`config.mk`:
```
export PLATFORM = sky130hd
export DESIGN_NAME = uart_tx_sched
export DESIGN_NICKNAME = d
export VERILOG_FILES = /design/src/rtl/uart_tx_sched.sv
export SDC_FILE = /design/constraint.sdc
export NUM_CORES = 1
export LEC_CHECK = 0
export CAP_MARGIN = 0
export CELL_PAD_IN_SITES_DETAIL_PLACEMENT = 0
export CELL_PAD_IN_SITES_GLOBAL_PLACEMENT = 2
export CORE_MARGIN = 2
export CORE_UTILIZATION = 25
export DETAILED_ROUTE_END_ITERATION = 6
export PLACE_DENSITY = 0.88
export SYNTH_ARGS = -nofsm -noshare
export SYNTH_HDL_FRONTEND = slang
export SYNTH_SLANG_ARGS = --single-unit
```
`constraint.sdc`:
```
create_clock -name clk -period 2.5 [get_ports clk]
set_input_delay 0.5 -clock clk [delete_from_list [all_inputs] [get_ports clk]]
set_output_delay 0.5 -clock clk [all_outputs]
set_load 0.01 [all_outputs]
```
`src/rtl/uart_tx_sched.sv`:
```
// uart_tx_sched: round-robin, packet-locked scheduler sharing one UART transmitter among NUM_REQ byte streams
module uart_tx_sched #(
    parameter int NUM_REQ     = 4,
    parameter int ACK_TIMEOUT = 15,
    localparam int GW = (NUM_REQ > 1) ? $clog2(NUM_REQ) : 1,
    localparam int CW = $clog2(ACK_TIMEOUT + 1)
) (
    input  logic                 clk,
    input  logic                 reset,
    input  logic [NUM_REQ-1:0]   req_valid,
    input  logic [8*NUM_REQ-1:0] req_data,
    input  logic [NUM_REQ-1:0]   req_last,
    output logic [NUM_REQ-1:0]   req_ready,
    output logic [7:0]           tx_data,
    output logic                 tx_start,
    input  logic                 tx_busy,
    output logic [GW-1:0]        grant_id,
    output logic                 sched_busy,
    output logic                 err_timeout,
    input  logic                 err_clear
);
    typedef enum logic [2:0] {IDLE, SEL, START, WAIT_ACK, WAIT_DONE} state_t;

    state_t        state_q, state_d;
    logic [GW-1:0] grant_q, grant_d, last_grant_q, last_grant_d, win, idx;
    logic          locked_q, locked_d, last_flag_q, last_flag_d;
    logic          tx_start_q, tx_start_d, sched_busy_q, sched_busy_d, err_q, err_d;
    logic [7:0]    tx_data_q, tx_data_d;
    logic [CW-1:0] cnt_q, cnt_d;
    logic          accept, timeout, grant_start, pkt_end;

    assign accept      = (state_q == SEL) && req_valid[grant_q];
    assign timeout     = (state_q == WAIT_ACK) && !tx_busy && (cnt_q == CW'(ACK_TIMEOUT - 1));
    assign grant_start = (state_q == IDLE) && (|req_valid) && !locked_q;
    assign pkt_end     = timeout || ((state_q == WAIT_DONE) && !tx_busy && last_flag_q);

    assign req_ready   = (state_q == SEL) ? (req_valid & (NUM_REQ'(1) << grant_q)) : '0;
    assign tx_data     = tx_data_q;
    assign tx_start    = tx_start_q;
    assign grant_id    = grant_q;
    assign sched_busy  = sched_busy_q;
    assign err_timeout = err_q;

    // State and datapath registers; asynchronous active-low reset
    always_ff @(posedge clk or negedge reset) begin
        if (!reset) begin
            state_q      <= IDLE;
            grant_q      <= '0;
            last_grant_q <= GW'(NUM_REQ - 1);
            locked_q     <= 1'b0;
            last_flag_q  <= 1'b0;
            tx_data_q    <= '0;
            tx_start_q   <= 1'b0;
            sched_busy_q <= 1'b0;
            err_q        <= 1'b0;
            cnt_q        <= '0;
        end else begin
            state_q      <= state_d;
            grant_q      <= grant_d;
            last_grant_q <= last_grant_d;
            locked_q     <= locked_d;
            last_flag_q  <= last_flag_d;
            tx_data_q    <= tx_data_d;
            tx_start_q   <= tx_start_d;
            sched_busy_q <= sched_busy_d;
            err_q        <= err_d;
            cnt_q        <= cnt_d;
        end
    end

    // Round-robin winner: scan downward so the nearest requester after last_grant is kept
    always_comb begin
        win = last_grant_q;
        idx = '0;
        for (int i = NUM_REQ; i >= 1; i--) begin
            idx = GW'((int'(last_grant_q) + i) % NUM_REQ);
            if (req_valid[idx]) win = idx;
        end
    end

    // Next-state logic
    always_comb begin
        state_d = state_q;
        case (state_q)
            IDLE:      state_d = grant_start ? SEL : IDLE;
            SEL:       state_d = accept ? START : SEL;
            START:     state_d = WAIT_ACK;
            WAIT_ACK:  state_d = tx_busy ? WAIT_DONE : (timeout ? IDLE : WAIT_ACK);
            WAIT_DONE: state_d = tx_busy ? WAIT_DONE : (last_flag_q ? IDLE : SEL);
            default:   state_d = IDLE;
        endcase
    end

    // Registered outputs and bookkeeping; timeout set beats err_clear
    always_comb begin
        grant_d      = grant_start ? win : grant_q;
        locked_d     = grant_start | (locked_q & ~pkt_end);
        last_grant_d = pkt_end ? grant_q : last_grant_q;
        tx_data_d    = accept ? req_data[{grant_q, 3'b000} +: 8] : tx_data_q;
        last_flag_d  = accept ? req_last[grant_q] : last_flag_q;
        tx_start_d   = accept;
        cnt_d        = (state_q == START) ? '0 : ((state_q == WAIT_ACK) && !tx_busy) ? cnt_q + CW'(1) : cnt_q;
        err_d        = timeout | (err_q & ~err_clear);
        sched_busy_d = (state_d != IDLE);
    end
endmodule

```
## Word-level counts from Yosys, hierarchy flattened

Cells that the tools add are included.
Widths: inputs -> output; s select.

| cells by class | value |
|---|---|
| $add $sub $neg | 5 |
| magnitude comparators | 5 |
| eq/ne operators | 5 |
| shifts and indexed selects | 2 |
| muxes and demuxes | 26 |
| bitwise gates (word level) | 7 |
| reductions and logical operators | 14 |

Operators with widths:

| kind | number |
|---|---|
| $shiftx 32x6->8 | 1 |
| $lt 2x3->1 const B | 5 |
| $pmux 3 s5 | 1 |
| $bmux 1 s2 | 6 |
| $mux 2 | 6 |
| $mux 4 | 3 |
| $mux 1 | 8 |
| $logic_and 1x1->1 | 7 |
| $eq 3x2->1 const B | 2 |
| $mux 3 | 2 |
| $add 2x1->2 const B | 2 |
| $add 2x2->2 const B | 2 |
| $add 4x1->4 const B | 1 |
| $and 4x4->4 | 1 |
| $eq 4x4->1 const B | 1 |
| $reduce_or 4->1 | 1 |
| $shl 1x2->4 const A | 1 |
| $eq 3x1->1 const B | 1 |
| $eq 3x3->1 const B | 1 |
| $logic_not 3->1 | 1 |
| $reduce_bool 3->1 | 1 |
| $and 1x1->1 | 2 |
| $logic_not 1->1 | 2 |
| $not 1->1 | 2 |
| 3 further kinds | 4 |

| storage, ports and cells | value |
|---|---|
| register bits | 24 |
| input bits | 44 |
| output and inout bits | 17 |
| logic and storage cells | 74 |

## Logic depth before layout (Yosys ltp)

| depth | value |
|---|---|
| word-level depth | 7 |
| gate-level depth with buffers | 6 |
| depth with buffers taken out | 6 |

## Worst setup path after synthesis

Ideal clock, no wire load.

| timing path | value |
|---|---|
| path kind | register to output |
| start | reg grant_q[0], in the netlist grant_id[0] |
| end | out req_ready[0] |
| arrival | 1.319 ns |
| data required time | 2.000 ns |
| slack | 0.681 ns |
| stages on the path, launching flop included | 3 |
| path buffers | 0 |
| cell sequence | dfrtp_1 -> or4b_1 -> nor3b_1 |

| between the ends | value |
|---|---|
| longest elaborated chain between the ends | 3 |

RTL lines:

| what | RTL line | text |
|---|---|---|
| from (decl) | 25 | `logic [GW-1:0] grant_q, grant_d, last_grant_q, last_grant_d, win, idx;` |
| from (signal assigned) | 59 | `grant_q <= grant_d;` |
| $shl 1x2->4 | 37 | `assign req_ready = (state_q == SEL) ? (req_valid & (NUM_REQ'(1) << grant_q)) : '0;` |
| $and 4x4->4 | 37 |  |
| $mux 4 | 37 |  |
| to (decl) | 13 | `output logic [NUM_REQ-1:0] req_ready,` |

No other way between the ends.

## Final worst setup path

| timing path | value |
|---|---|
| start | reg grant_q[0], in the netlist grant_id[0] |
| end | out req_ready[1] |

The elaborated chain is that of the path after synthesis.

==> results.py <==
metrics = {
    "drt": {
        "dr_total_vias": 1190,
        "firstDrtPassIters": 4,
        "vias_per_cell": 4.69,
        "dr.first_iter.drc_count": 71,
        "antenna_left": 0,
        "drt-total-wl_mm": 3.45,
        "drcViolationCount": 0,
        "wl_per_cell_um": 13.6,
    },
    "timing": {
        "rsz0062_at_grt": "false",
        "hold_slack_ns": 0.495,
        "min_period_ns": 2.37,
        "relSlewSlack_pct": 57.5,
        "finalSetupViolCount": 0,
        "tightestPinTransition_ns": 0.637,
        "fin_crit_sh_pct": 94.9,
        "finalClockSkew_ns": 0.00347,
        "tns_ns": 0,
        "fmax_mhz": 422,
        "finalHoldViolations": 0,
        "worst_slack_ns": 0.128,
        "drv_slew": 0,
    },
    "critical_path": {
        "crit_chain": "buf_6 -> nand4bb_4 -> nor3b_1 -> clkdlybuf4s50_1",
        "worst-path-buf-inv": 2,
        "cp_slowest_stage_delay_ns": 0.57,
        "cp.depth": 4,
        "arrival_ns": 1.87,
        "crit_path_top_delay_cell": "clkdlybuf4s50_1",
        "reg2reg_from": "state_q[1]",
        "crit_required_ns": 2.00,
        "cp_max_fo": 10,
        "ff2ff_path_depth": 4,
        "startpoint": "grant_id[0]",
        "cpLargestDelayFamily": "buffers and inverters",
        "cp-end-kind": "primary output",
        "startpoint_type": "register",
        "worstSetupPathType": "register to primary output",
    },
    "placed_design": {
        "dpl_worst_slack_ns": 0.176,
        "numPlacedInstances": 250,
        "placed_area_um2": 2120,
        "gp_congestion": 0.783,
        "portBuffers": 60,
        "hpwl_mm": 2.75,
    },
    "clock_tree": {
        "cts_buffer_depth": 2,
        "root_buffer": "clkbuf_8",
        "cts_resized": 2,
        "cts_tree": "built",
        "htreeDepth": 1,
        "path_clk_slew_ns": 0.08,
        "clock_sinks": 24,
        "cts-hold-fix-buffers": 0,
        "cts_setup_buffers": 0,
        "insertion_delay_ns": 0.27,
        "cts-buffers-inserted": 3,
    },
    "grt": {
        "antenna_found_initial": 0,
        "grt-busiest-layer": "met2",
        "grt_use_met3_pct": 3.33,
        "grtUsageMet2_pct": 18.6,
        "grt_max_degree": 25,
        "grt_pass1_wl_mm": 5.83,
        "first_global_vias": 1181,
        "grt_remaining_overflow": 0,
        "met1_usage_pct": 16.8,
        "grt.total_usage_pct": 12.0,
    },
    "logic_synthesis": {
        "ys_seq_area_share_pct": 43.8,
        "netlist_instances": 112,
        "yosys-top-cells-count": "dfrtp_1 (22), mux4_2 (9), mux2_1 (7), inv_1 (6), nor2_1 (6)",
        "synth_edf_count": 0,
        "syn_nets": 158,
        "ys_async_sr_fraction_pct": 100,
        "syn_area_per_cell_um2": 12.3,
        "synthesis.yosys.warnings": 0,
        "yosys.area.top_type": "dfrtp_1",
        "yosys-top-cells-area": "dfrtp_1 (40%), mux4_2 (15%), mux2_1 (5.7%)",
        "synth_top_cell_area_share_pct": 40.0,
        "synth-seq-cells": 24,
        "ys_types": 43,
        "post-synth-top-count-cell": "dfrtp_1",
        "ys.flop_type": "dfrtp_1",
        "syn-cell-area_um2": 1380,
    },
    "finish": {
        "final_layout_size_suffix_gt1_share_pct": 19.8,
        "syn_to_final_growth_pct": 59.5,
        "instances_no_fill": 254,
        "post-route-util_pct": 40.6,
        "final_nets": 229,
        "fin_area_um2": 2200,
        "diodes": 0,
    },
    "floorplanning": {
        "io_pins": 61,
        "start_util_pct": 25.5,
        "dieArea_um2": 6110,
        "fp.dieH_um": 78.2,
        "coreArea_um2": 5410,
        "die_w_um": 78.2,
        "rows": 27,
    },
    "pwr": {
        "power.density_nw_per_um2": 897,
        "power_mw": 1.97,
        "p_leak_nw": 0.881,
        "ir_worst_vdd_mv": 0.346,
    },
    "outcome": {
        "status": "complete, no violations",
    },
    "worst_hold_path": {
        "worstHoldStart": "tx_data[6]",
        "hold_path_class": "register to register",
        "holdPathStages": 1,
    },
    "job": {
        "maxCapViolCount": 0,
    },
}
-- report_power, final --
part | internal [mW] | switching (mW)
logic | 0.623 | 0.383
registers | 0.557 | 0.169
clock network | 0.114 | 0.125
total | 1.29 | 0.677
-- placed cells by master, fill, tap and decap left out, types with 3 or more instances in the layout --
master	instances
dfrtp_1	21
mux2_2	3
inv_1	6
a21oi_1	3
nand2_1	5
nor2_1	6
mux2_1	7
mux2i_1	4
o21ai_0	3
buf_4	10
mux4_2	9
nor3b_1	3
nand2b_1	3
clkbuf_8	3
clkdlybuf4s50_1	59
-- routing by layer --
metal / vias to the layer above / wire length [um] / share of wire [%]
li1: 564 / - / -
met1: 585 / 1550 / 45
met2: 38 / 1670 / 48
met3: 3 / 208 / 6.0
met4: 0 / 27 / 0.78
met5: - / 0 / 0
-- worst paths after layout --
check	to	slack (ns)
max in group asynchronous	last_grant_q[1]	1.63
max reg2reg	tx_data[3]	0.59
min reg2reg	tx_data[6]	0.49
max	req_ready[1]	0.13
min	tx_data[6]	0.49
min in group asynchronous	sched_busy	0.58
-- cell type report --
class / count / area [um^2]
Inverter: 6 / 22.5
Timing Repair Buffer: 71 / 686
Fill cell: 553 / 3210
Tap cell: 72 / 90.1
Sequential cell: 24 / 604
Clock buffer: 4 / 45.0
Multi-Input combinational cell: 77 / 748
-- worst reg2reg max path, cell delays in order (launching register included) --
cell	delay [ns]
dfrtp_1	0.46
or4b_1	0.62
o22ai_2	0.19
buf_4	0.20
mux2_1	0.33
-- cells by family after synthesis --
family | Yosys count | synth area share (%)
AOI/OAI and AO/OA | 17 | 9.36
xor gates and xnor gates | 2 | 1.27
adders and majority gates | 2 | 1.82
buffers and inverters | 11 | 3.45
DFF | 24 | 43.8
muxes | 23 | 25.8
and+or+nand+nor | 33 | 14.5
-- state kept, by name, summed over array words and instances, names as in the netlist --
name and flops:
cnt_q 4, err_timeout 1, grant_id 2, last_flag_q 1
last_grant_q 2, locked_q 1, sched_busy 1, state_q 3
tx_data 8, tx_start 1
No activity file was read; power rests on OpenSTA's default activity.
